<file path="config.mk">
export PLATFORM = sky130hd
export DESIGN_NAME = axis_sync_fifo
export DESIGN_NICKNAME = d
export VERILOG_FILES = /design/src/rtl/master_axi_test_pkg.sv /design/src/rtl/axis_sync_fifo.sv
export SDC_FILE = /design/constraint.sdc
export NUM_CORES = 1
export LEC_CHECK = 0
export BUFFER_PORTS_ARGS = -buffer_cell sky130_fd_sc_hd__buf_2
export CAP_MARGIN = 20
export CORE_ASPECT_RATIO = 0.8
export CORE_MARGIN = 2
export CORE_UTILIZATION = 66
export CTS_CLUSTER_SIZE = 40
export DETAILED_ROUTE_END_ITERATION = 12
export GPL_TIMING_DRIVEN = 1
export PLACE_DENSITY = 0.84
export SLEW_MARGIN = 20
export SYNTH_ARGS = -nofsm -noshare
export SYNTH_HDL_FRONTEND = slang
export SYNTH_SLANG_ARGS = --single-unit
</file>
<file path="constraint.sdc">
create_clock -name clk -period 7.77 [get_ports clk]
set_input_delay 1.9425 -clock clk [delete_from_list [all_inputs] [get_ports clk]]
set_output_delay 1.9425 -clock clk [all_outputs]
set_load 0.05 [all_outputs]
</file>
<file path="src/rtl/master_axi_test_pkg.sv">
// rtl/master_axi_test_pkg.sv - shared types and helpers for the master_axi_test stream stage
package master_axi_test_pkg;

    // Source-side start-up sequencing
    typedef enum logic [1:0] {
        ST_IDLE = 2'd0,
        ST_INIT = 2'd1,
        ST_SEND = 2'd2
    } src_state_t;

    localparam int unsigned DEF_TDATA_W = 32;

    // Default-width beat; the top re-declares the same layout at its configured width
    typedef struct packed {
        logic [DEF_TDATA_W-1:0]   tdata;
        logic [DEF_TDATA_W/8-1:0] tstrb;
        logic                     tlast;
    } axis_beat_t;

    // Occupancy counters need one extra bit so that "full" is representable
    function automatic int unsigned cnt_width(input int unsigned depth);
        return $clog2(depth) + 1;
    endfunction

endpackage

</file>
<file path="src/rtl/axis_sync_fifo.sv">
// rtl/axis_sync_fifo.sv - single-clock beat FIFO with occupancy count and full/empty flags
module axis_sync_fifo
    import master_axi_test_pkg::*;
#(
    parameter int unsigned DEPTH  = 16,
    parameter type         beat_t = axis_beat_t
) (
    input  logic                       clk,
    input  logic                       resetn,
    input  logic                       push,
    input  beat_t                      push_beat,
    input  logic                       pop,
    output beat_t                      head,
    output logic                       full,
    output logic                       empty,
    output logic [cnt_width(DEPTH)-1:0] count
);

    localparam int unsigned AW = $clog2(DEPTH);
    localparam int unsigned CW = cnt_width(DEPTH);

    beat_t          mem [DEPTH];
    logic [AW-1:0]  wr_ptr;
    logic [AW-1:0]  rd_ptr;
    logic           do_push;
    logic           do_pop;

    assign full    = (count == CW'(DEPTH));
    assign empty   = (count == '0);
    assign do_push = push && !full;
    assign do_pop  = pop && !empty;
    assign head    = mem[rd_ptr];

    // Storage array: written on accepted pushes only, never reset
    always_ff @(posedge clk) begin
        if (do_push) begin
            mem[wr_ptr] <= push_beat;
        end
    end

    // Pointers wrap naturally because the depth is a power of two
    always_ff @(posedge clk) begin
        if (!resetn) begin
            wr_ptr <= '0;
            rd_ptr <= '0;
            count  <= '0;
        end else begin
            if (do_push) begin
                wr_ptr <= wr_ptr + AW'(1);
            end
            if (do_pop) begin
                rd_ptr <= rd_ptr + AW'(1);
            end
            case ({do_push, do_pop})
                2'b10:   count <= count + CW'(1);
                2'b01:   count <= count - CW'(1);
                default: count <= count;
            endcase
        end
    end

endmodule

</file>
Word-level counts from Yosys, hierarchy flattened

Memory sizes are Yosys's and may differ from the RTL's. A register that Yosys moved wholly into a read port is not among the register bits.
Cells that the tools add are included.

Add/subtract/negate cells: 4
Eq/ne operators: 3
Multiplexer cells: 5
Reduce and logical (&&, ||, !) cells: 6

Operators with widths:

| operator            | number |
|---|---|
| $pmux 5 s2          | 1 |
| $add 4x1->4 const B | 2 |
| $mux 4              | 2 |
| $add 5x1->5 const B | 1 |
| $eq 5x5->1 const B  | 1 |
| $logic_not 5->1     | 1 |
| $sub 5x1->5 const B | 1 |
| $eq 2x1->1 const B  | 1 |
| $eq 2x2->1 const B  | 1 |
| $logic_and 1x1->1   | 2 |
| $logic_not 1->1     | 2 |
| $mux 1              | 2 |
| $reduce_bool 2->1   | 1 |

Memories kept: 1
Memory bits (writable): 592
Logic and storage cells: 22
Output and inout bits: 44
Register bits after elaboration: 13

Memories:

| memory | depth | bits a word | rd ports | clocked after memory_dff | wr ports | line                 | RTL |
|---|---|---|---|---|---|---|---|
| mem    | 16    | 37          | 1        | 1                        | 1        | axis_sync_fifo.sv:22 | `beat_t mem [DEPTH];` |

Logic depth before layout (Yosys ltp)

Gate-level depths: netlist of the first run.

Depth in word-level cells: 5
Gate-level depth with buffers: 12
Mapped depth without buffers: 9

Worst setup path after synthesis of the first run

No wires, ideal clock.

Path kind: in2reg
Start point: input port push
End point: memory mem[0][0] in the netlist's numbering, enable pin
Library setup time: 0.477 ns
Stages on the path: 3
Setup slack: 2.463 ns
Arrival time: 4.830 ns
Data required time: 7.293 ns
Path through: o21a_1 > nand2_1 > nor3_1

Longest elaborated chain between the ends: 3

RTL lines:

| element                      | line                 | RTL |
|---|---|---|
| from (decl)                  | axis_sync_fifo.sv:10 | `input logic push,` |
| $logic_and 1x1->1            | axis_sync_fifo.sv:30 | `assign do_push = push && !full;` |
| $mux 1                       | axis_sync_fifo.sv:36 | `if (do_push) begin` |
| $mux 1 (implied by the code) | axis_sync_fifo.sv:37 | `mem[wr_ptr] <= push_beat;` |
| to (decl)                    | axis_sync_fifo.sv:22 |  |

No other way between the ends.

==> key figures, run 1 <==
Flow run
  – Max Cap Viol: 0

Synth
  – Synth top area share: approximately three quarters
  – Top post-synthesis cells by area: edfxtp_1 76%, mux4_2 13%, mux4_1 5.5%
  – Syn Area/Cell: 24.76 sq um
  – Cell taking the most area after synthesis: edfxtp_1
  – Netlist Area Pre-Place: about 23,000 sq um
  – Synth Instances: 948
  – Synth warn: 0
  – Yosys cell types: 43
  – Mapped Nets: 997
  – Count of state elements after synthesis: 609
  – Register area share after synthesis: 77.18%

Drt
  – Vias/cell: between 6 and 7
  – Routed Antenna Nets: 0
  – WL/cell: 34.26 microns
  – Drt total wl: 54,140 microns
  – 1st-iter DRT viols: 1,551
  – Drc violations: 0
  – Vias post-DR: 10,981
  – DRT Pass-1 Iters: 7

STA
  – Fin Setup TNS: 0 ps
  – Max Fclk: 180.5 MHz
  – Final period utilization: 71.32%
  – Fin. max-slew vios: 0
  – Skew final: 26.28 ps
  – Max-slew headroom: roughly a third
  – RSZ-0062 raised after global routing: false
  – Actual slew at the worst max-slew pin: 996.6 ps
  – Final setup vio count: 0
  – Final Hold Vio Count: 0
  – Minimum clock period after layout: between 5000 and 6000 ps

Clock tree
  – Post-CTS setup buffers: 0
  – Root buffer cell: clkbuf_16
  – Reg clk slew, reported paths: 60 ps
  – Hold_buf cts: 0
  – CTS tree: yes
  – Clock sink total: 609
  – Clk buf depth: 3
  – Clock Latency Late Sink: 600 ps
  – Num CTS Buffers: 54
  – CTS resizes: 0
  – CTS H-Tree Depth: 2

GRT
  – First-pass GRT wire length: 79,080 microns
  – GRT overflow: 0
  – Largest net degree at the start of global routing: 132
  – Antenna violations before repair: 5
  – GRT Resource Usage Total: 30.25%
  – Vias in the first global route: 11,433

Critical path
  – Worst path cell trace: buf_4 > mux4_1 > mux4_2 > buf_2
  – Setup CP Type: reg2out
  – R2r endpoint: mem[2][22]
  – Crit-path max cell delay: 920 ps
  – CP endpoint kind: output pin
  – Crit path max-delay cell type: dfxtp_4
  – Crit Path Max Fanout: 42
  – Critical Path Source Type: flop
  – FF-to-FF Start: count[1]
  – Worst Path Required: a little under 6000 ps
  – Reg2Reg Depth: 5
  – Reg-to-reg slack, setup: roughly 4600 ps
  – Worst path arrival time: 3600 ps

Floorplanning
  – Die Y: 172.7 microns
  – Full die area: around 37,000 sq um
  – Core Box Area: 34,880 sq um
  – Die W: 214.9 microns
  – Standard-cell rows: 61
  – Initial Util: 67.30%
  – # IOs: 85

Finish
  – Multi-input logic area: 5082 sq um
  – Final Util: between 70% and 80%
  – FF/Latch Area: around 18,000 sq um
  – Finished Cell Area: 26,200 sq um
  – Total Nets Final: 1,108
  – Fill cells: 1,728
  – Area delta synth->final: 11.59%
  – Most frequent cells in the layout: 592 x edfxtp_1, 136 x mux4_2, 84 x buf_2
  – Most common cell after layout, fill and taps aside: edfxtp_1
  – Share of cells above drive strength 1: 31.16%

Min path
  – Hold_sp: wr_ptr[1]
  – Hold Crit Class: reg2reg
  – Hold path depth: 2
  – Hold path endpoint: wr_ptr[1]

Power
  – P_leak: 8.202 nW
  – Power Density: between 300 and 400 nW/um^2
  – VDD IR max: 0.1792 mV

Placement
  – Placed inst area: approximately 24,000 sq um
  – GP Congestion: just under 0.8
  – IO buf count: 84
  – Detailed placer's ending HPWL: 24,810 microns

Status
  – Status: finished clean
cells in the mapped netlist (all sizes together):
library cell	number
or4b	1
o31ai	1
inv	7
o2111ai	1
o211ai	4
ha	8
or3	2
edfxtp	592
xnor2	1
xor2	6
nor2b	1
nand3	4
a31oi	1
dfxtp	17
nor3	8
o22ai	1
and3b	1
a221o	1
nand4b	1
a22oi	2
nor2	24
or4	2
mux2i	2
clkbuf	19
a21oi	5
nand2	8
mux4	185
nand3b	2
o21ai	2
nand2b	3
o21a	5
dlygate4sd1	1
buf	30
cell families (layout without fill, tap and decap cells):
group | count (synthesis) | in the layout | share of synthesized area [%]
flip-flops | 609 | 609 | 77.18
other | 0 | 4 | 0
XOR/XNOR | 7 | 7 | 0.2612
buffers and inverters | 57 | 213 | 1.636
adder cells (fa/ha/maj) | 8 | 8 | 0.4264
AO/OA/AOI/OAI | 23 | 23 | 0.7036
multiplexers | 187 | 187 | 18.62
AND/OR/NAND/NOR | 57 | 57 | 1.173
layer usage:
metal	GRT usage (%)	wire length [microns]
met1	41.68	19690
met2	49.11	27360
met3	6.403	5174
met4	10.76	1784
met5	2.051	129
through the flow:
stage / setup WS [ps] / instances / total power, mW / hold slack (ps)
after floorplan: 2463 / 948 / 5.028 / 481.7
after global placement: 2841 / 1475 / 5.296 / 504.5
after detailed placement: 2839 / 1475 / 5.329 / 528.8
after CTS: 2179 / 1576 / 8.025 / 541.1
after global routing: 2080 / 1579 / 8.208 / 577.3
final: 2229 / 1580 / 7.987 / 541.5
critical path, delay by kind of cell (launching register included):
| kind | cells | cell delay, ps |
|---|---|---|
| buffers and inverters | 2 | 850 |
| flip-flops | 1 | 920 |
| multiplexers | 2 | 1200 |
report_power, final:
| group | switching, mW | internal (mW) |
|---|---|---|
| sequential | 0.101 | 3.72 |
| combinational | 0.898 | 0.583 |
| clock | 1.18 | 1.51 |
final cells by class:
cell class / instances / area share, %
Clock buffer: 71 / 5.479
Tap cell: 472 / 2.254
Clock inverter: 30 / 1.213
Timing Repair Buffer: 105 / 2.302
Inverter: 7 / 0.1003
Antenna cell: 4 / 0.03821
Sequential cell: 609 / 69.21
Multi-Input combinational cell: 282 / 19.40
sequential cells by signal, indices dropped and copies added (netlist names), named ones only:
signal  cells
mem       592
rd_ptr      4
wr_ptr      4
count       5
worst max-delay path by stage:
stage | startpoint | to | slack, ps | cells after the start
global placement | flop | head[1] | 2840 | 4
CTS | flop | head[5] | 2180 | 4
global route | flop | head[5] | 2080 | 4
finish | flop | head[5] | 2230 | 4
floorplan | push | mem[0][0] | 2460 | 3
detailed placement | flop | head[1] | 2840 | 4
Power figures use the tool's default switching activity.
==> inputs of run 2 (changes only) <==
--- a/config.mk
+++ b/config.mk
@@ -9,11 +9,11 @@
 export CAP_MARGIN = 20
 export CORE_ASPECT_RATIO = 0.8
 export CORE_MARGIN = 2
-export CORE_UTILIZATION = 66
+export CORE_UTILIZATION = 55
 export CTS_CLUSTER_SIZE = 40
 export DETAILED_ROUTE_END_ITERATION = 12
 export GPL_TIMING_DRIVEN = 1
-export PLACE_DENSITY = 0.84
+export PLACE_DENSITY = 0.75
 export SLEW_MARGIN = 20
 export SYNTH_ARGS = -nofsm -noshare
 export SYNTH_HDL_FRONTEND = slang
==> constraint.sdc (replaced) <==
create_clock -name clk -period 4.48 [get_ports clk]
set_input_delay 1.12 -clock clk [delete_from_list [all_inputs] [get_ports clk]]
set_output_delay 1.12 -clock clk [all_outputs]
set_load 0.05 [all_outputs]
==> key figures, run 2 (synthesis gave the netlist of run 1 again) <==
Status
  – Status: finished clean

Floorplanning
  – # IOs: 85
  – Die Y: 188.8 microns
  – Die W: 235.0 microns
  – Standard-cell rows: 67
  – Full die area: 44,360 sq um
  – Initial Util: 55.89%
  – Core Box Area: 42,000 sq um

Critical path
  – Setup CP Type: reg2out
  – Crit-path max cell delay: 640 ps
  – CP endpoint kind: output pin
  – Crit Path Max Fanout: 21
  – Family with the most delay on the worst path: multiplexers
  – Worst path arrival time: 3000 ps
  – Critical Path Source Type: flop
  – Worst path cell trace: buf_4 > mux4_1 > mux4_2 > buf_2
  – Buffers & Inverters on Critical Path: 2
  – Worst Path Required: 3360 ps
  – Crit path max-delay cell type: dfxtp_4

Drt
  – Drt total wl: about 47,000 microns
  – 1st-iter DRT viols: 1,095
  – WL/cell: 28.41 microns
  – DRT Pass-1 Iters: 7
  – Vias/cell: 6.276
  – Vias post-DR: 10,494
  – Routed Antenna Nets: 0
  – Drc violations: 0

Placement
  – Worst slack, placed: 923.2 ps
  – IO buf count: 84
  – GP Congestion: 0.7529
  – Placed inst area: approximately 25,000 sq um
  – Detailed placer's ending HPWL: 25,340 microns

STA
  – Minimum clock period after layout: 4115 ps
  – Actual slew at the worst max-slew pin: about 800 ps
  – Final Hold Vio Count: 0
  – Final setup vio count: 0
  – Fin. max-slew vios: 0
  – Skew final: 27.61 ps
  – Setup ws final: 364.7 ps
  – RSZ-0062 raised after global routing: false
  – Max Fclk: roughly 240 MHz
  – Final period utilization: between 90% and 100%
  – Max-slew headroom: 47.24%
  – Fin Setup TNS: 0 ps

GRT
  – Antenna violations before repair: 3
  – Largest net degree at the start of global routing: between 50 and 60
  – Vias in the first global route: around 11,000
  – GRT Resource Usage Total: 21.82%
  – First-pass GRT wire length: about 71,000 microns
  – GRT overflow: 0

Clock tree
  – Post-CTS setup buffers: 0
  – Root buffer cell: clkbuf_16
  – CTS resizes: 0
  – Clk buf depth: 3
  – Hold_buf cts: 0
  – Num CTS Buffers: 55
  – CTS tree: yes
  – CTS H-Tree Depth: 2
  – Clock Latency Late Sink: a little over 600 ps
  – Clock sink total: 609
  – Reg clk slew, reported paths: around 70 ps

Finish
  – Total Nets Final: 1,122
  – Most common cell after layout, fill and taps aside: edfxtp_1
  – Share of cells above drive strength 1: 31.75%
  – Final Util: 63.19%
  – Fill cells: 2,640
  – Top reg by flops: mem
  – Largest regs: mem (592), count (5)
  – Most frequent cells in the layout: 592 x edfxtp_1, 136 x mux4_2, 84 x buf_2
  – Finished Cell Area: 26,540 sq um
  – Area delta synth->final: 13.06%
  – Max reg flops: approximately 590

Power
  – Cell-internal power: 9.975 mW
  – Combinational share of power: about a fifth
  – Clock share of power: 32.9%
  – P_leak: between 8 and 9 nW
  – Sequential share of power: roughly half
  – VDD IR max: ~0.44 mV
  – Power Density: just over 500 nW/um^2
  – Sw frac: 27.07%
  – Sw Pwr: 3.703 mW

Flow run
  – Max Cap Viol: 0

Min path
  – Hold Crit Class: reg2reg
-- run 2: cell count changes in the layout (fill, tap and decap cells not counted) --
cell and delta:
buf_12 +13, clkinv_1 +9, clkbuf_1 -6, clkinv_2 +3, clkinvlp_4 -3, nor3_2 -3, nor3_4 +3, bufinv_16 -2
clkbuf_8 -2, diode_2 -2, clkbuf_16 +1, clkinv_16 +1
-- run 2: layout make-up --
type                    count  area (sq um)  share of cell area, %
flip-flops and latches    609         18130                  68.31
multi-input cells         282          5101                  19.22
clock buffers              64          1410                  5.313
repair buffers            118         863.3                  3.253
well taps                 552         690.7                  2.602
clock inverters            38         314.1                  1.183
inverters                   7         26.28                0.09900
diodes                      2         5.005                0.01886
-- run 2: final timing paths --
kind	startpoint	cells after the start	slack (ps)	endpoint
max reg2reg	count[0]	9	1330	count[2]
min	wr_ptr[1]	2	530	wr_ptr[1]
min reg2reg	wr_ptr[1]	2	530	wr_ptr[1]
max	flop	4	360	head[8]
-- run 2: through the flow --
step / cells / power [mW] / hold WS [ps]
6_report: 1672 / 13.68 / 525.8
2_1_floorplan: 948 / 8.716 / 481.7
3_3_place_gp: 1568 / 9.272 / 508.4
5_1_grt: 1672 / 14.13 / 548.1
3_5_place_dp: 1568 / 9.321 / 515.5
4_1_cts: 1670 / 13.79 / 525.9
-- run 2: layer usage --
layer / share of wire [%] / track usage, %
met4: 1.5 / 4.917
met3: 6.6 / 3.340
met5: 0.015 / 0
met1: 41 / 31.66
met2: 51 / 35.81
-- run 2: power groups by stage --
stage / Sequential (mW) / Clock (mW) / Combinational, mW
3_3_place_gp: 6.70 / 0 / 2.57
6_report: 6.58 / 4.50 / 2.60
5_1_grt: 6.60 / 4.79 / 2.74
3_5_place_dp: 6.71 / 0 / 2.61
2_1_floorplan: 6.68 / 0 / 2.04
4_1_cts: 6.59 / 4.57 / 2.63
-- run 2: worst register-to-register path, stage by stage, from the launching register on --
cell and delay, ps:
dfxtp_1 360, or4_1 680, o21a_1 320, inv_2 140, ha_1 450, xor2_1 130, ha_1 230, o21a_1 200
or4_1 400, a21oi_1 160
==> inputs of run 3 (changes only) <==
--- a/config.mk
+++ b/config.mk
@@ -7,13 +7,16 @@
 export LEC_CHECK = 0
 export BUFFER_PORTS_ARGS = -buffer_cell sky130_fd_sc_hd__buf_2
 export CAP_MARGIN = 20
+export CELL_PAD_IN_SITES_DETAIL_PLACEMENT = 2
+export CELL_PAD_IN_SITES_GLOBAL_PLACEMENT = 2
 export CORE_ASPECT_RATIO = 0.8
 export CORE_MARGIN = 2
-export CORE_UTILIZATION = 55
+export CORE_UTILIZATION = 47
+export CTS_BUF_LIST = sky130_fd_sc_hd__clkbuf_2 sky130_fd_sc_hd__clkbuf_4 sky130_fd_sc_hd__clkbuf_8
 export CTS_CLUSTER_SIZE = 40
 export DETAILED_ROUTE_END_ITERATION = 12
 export GPL_TIMING_DRIVEN = 1
-export PLACE_DENSITY = 0.75
+export PLACE_DENSITY = 0.87
 export SLEW_MARGIN = 20
 export SYNTH_ARGS = -nofsm -noshare
 export SYNTH_HDL_FRONTEND = slang
==> key figures, run 3 (synthesis gave the netlist of run 1 again) <==
Status
  – Status: finished clean

Floorplanning
  – # IOs: 85
  – Initial Util: 47.42%
  – Core Box Area: 49,510 sq um
  – Die W: 253.9 microns
  – Standard-cell rows: 73
  – Die Y: approximately 200 microns
  – Full die area: approximately 52,000 sq um

Drt
  – 1st-iter DRT viols: 1,006
  – Vias post-DR: 11,170
  – WL/cell: 35.36 microns
  – Drt total wl: approximately 66,000 microns
  – DRT Pass-1 Iters: 5
  – Routed Antenna Nets: 0
  – Drc violations: 0
  – Vias/cell: 5.999

Finish
  – Area delta synth->final: 13.86%
  – Finished Layout Cells: between 1,500 and 2,000
  – Largest regs: mem (592), count (5)
  – Top reg by flops: mem
  – Most common cell after layout, fill and taps aside: edfxtp_1
  – Most frequent cells in the layout: 592 x edfxtp_1, 136 x mux4_2, 98 x clkbuf_8
  – Share of cells above drive strength 1: 35.89%
  – Total Nets Final: about 1,200
  – Final Util: between 50% and 60%
  – Antenna Cells: 0
  – Max reg flops: slightly below 600

STA
  – Max Fclk: 232.9 MHz
  – Actual slew at the worst max-slew pin: roughly 1000 ps
  – Minimum clock period after layout: about 4300 ps
  – RSZ-0062 raised after global routing: false
  – Max-slew headroom: between 30% and 40%
  – Final period utilization: 95.86%
  – Fin. max-slew vios: 0
  – Setup ws final: between 150 and 200 ps
  – Final setup vio count: 0
  – Fin Setup TNS: 0 ps
  – Skew final: between 20 and 25 ps
  – Final Hold Vio Count: 0

Clock tree
  – Hold_buf cts: 0
  – CTS H-Tree Depth: 3
  – Post-CTS setup buffers: 0
  – Clock sink total: 609
  – Clk buf depth: 3
  – CTS tree: yes
  – Root buffer cell: clkbuf_8
  – Clock Latency Late Sink: 690 ps
  – CTS resizes: 0
  – Num CTS Buffers: 94
  – Reg clk slew, reported paths: 60 ps

Critical path
  – Critical Path Source Type: flop
  – Worst path arrival time: 3170 ps
  – Crit Path Max Fanout: 22
  – CP endpoint kind: output pin
  – Worst Path Required: 3360 ps
  – Setup CP Type: reg2out

Min path
  – Hold Crit Class: reg2reg

Power
  – Combinational share of power: between 10% and 20%
  – Total power draw: roughly 14 mW
  – P_leak: ~8.4 nW
  – Clock share of power: 33.3%
  – VDD IR max: 0.3334 mV
  – Sw frac: about 29%
  – Cell-internal power: 9.936 mW
  – Sequential share of power: 47.1%
  – Sw Pwr: ~4 mW
  – Power Density: 523.7 nW/um^2

GRT
  – First-pass GRT wire length: 93,790 microns
  – Antenna violations before repair: 5
  – GRT overflow: 0
  – Largest net degree at the start of global routing: 73
  – Vias in the first global route: 12,548
  – GRT Resource Usage Total: a little over a quarter

Flow run
  – Max Cap Viol: 0

Placement
  – IO buf count: 84
  – Placed cell count: 1,692
  – GP Congestion: 0.7123
  – Detailed placer's ending HPWL: 37,360 microns
  – Worst slack, placed: between 800 and 900 ps
## run 3: cell count changes in the layout (fill, tap and decap cells not counted), sizes merged, moves of 2 or more
| cell | before | now |
|---|---|---|
| clkbuf | 64 | 134 |
| bufinv | 4 | 2 |
| clkinvlp | 0 | 2 |
| diode | 2 | 0 |
## run 3: final timing paths
kind	slack (ps)	cells past startpoint	from	endpoint
max	190	4	flop	head[29]
min	560	2	count[3]	count[3]
max reg2reg	1250	9	count[0]	count[2]
min reg2reg	560	2	count[3]	count[3]
## run 3: final cells by class
| type | instances | area, sq um |
|---|---|---|
| clock buffer | 134 | 1619 |
| clock inverter | 36 | 210.2 |
| fill | 4133 | 22780 |
| inverter | 7 | 26.28 |
| multi-input combinational | 282 | 5101 |
| sequential | 609 | 18130 |
| tap | 675 | 844.6 |
| timing repair buffer | 119 | 795.8 |
## run 3: per-layer routing
layer  routed length (microns)  global-route usage, %  up-vias
met1                     26070                  34.02     6113
met5                        34                      0        -
li1                          -                      -     4477
met3                      3806                  5.515      111
met2                     34590                  45.97      463
met4                      1335                  6.660        6
## run 3: stage by stage
stage               area (sq um)  hold WS, ps
finish                     26730        557.6
global placement           24900        504.1
detailed placement         24900        541.2
floorplan                  23490        481.7
CTS                        26730        552.9
global route               26730        602.7
## run 3: power by group through the flow
stage               sequential [mW]  clock (mW)  combinational [mW]
global route                   6.61        4.98                2.89
floorplan                      6.68           0                2.04
detailed placement             6.72           0                2.75
finish                         6.60        4.67                2.73
global placement               6.68           0                2.62
CTS                            6.60        4.77                2.77
## run 3: critical path, cell delays in order (launching register included)
cell and delay [ps]:
dfxtp_4 690, buf_4 410, mux4_1 640, mux4_2 490, buf_2 230
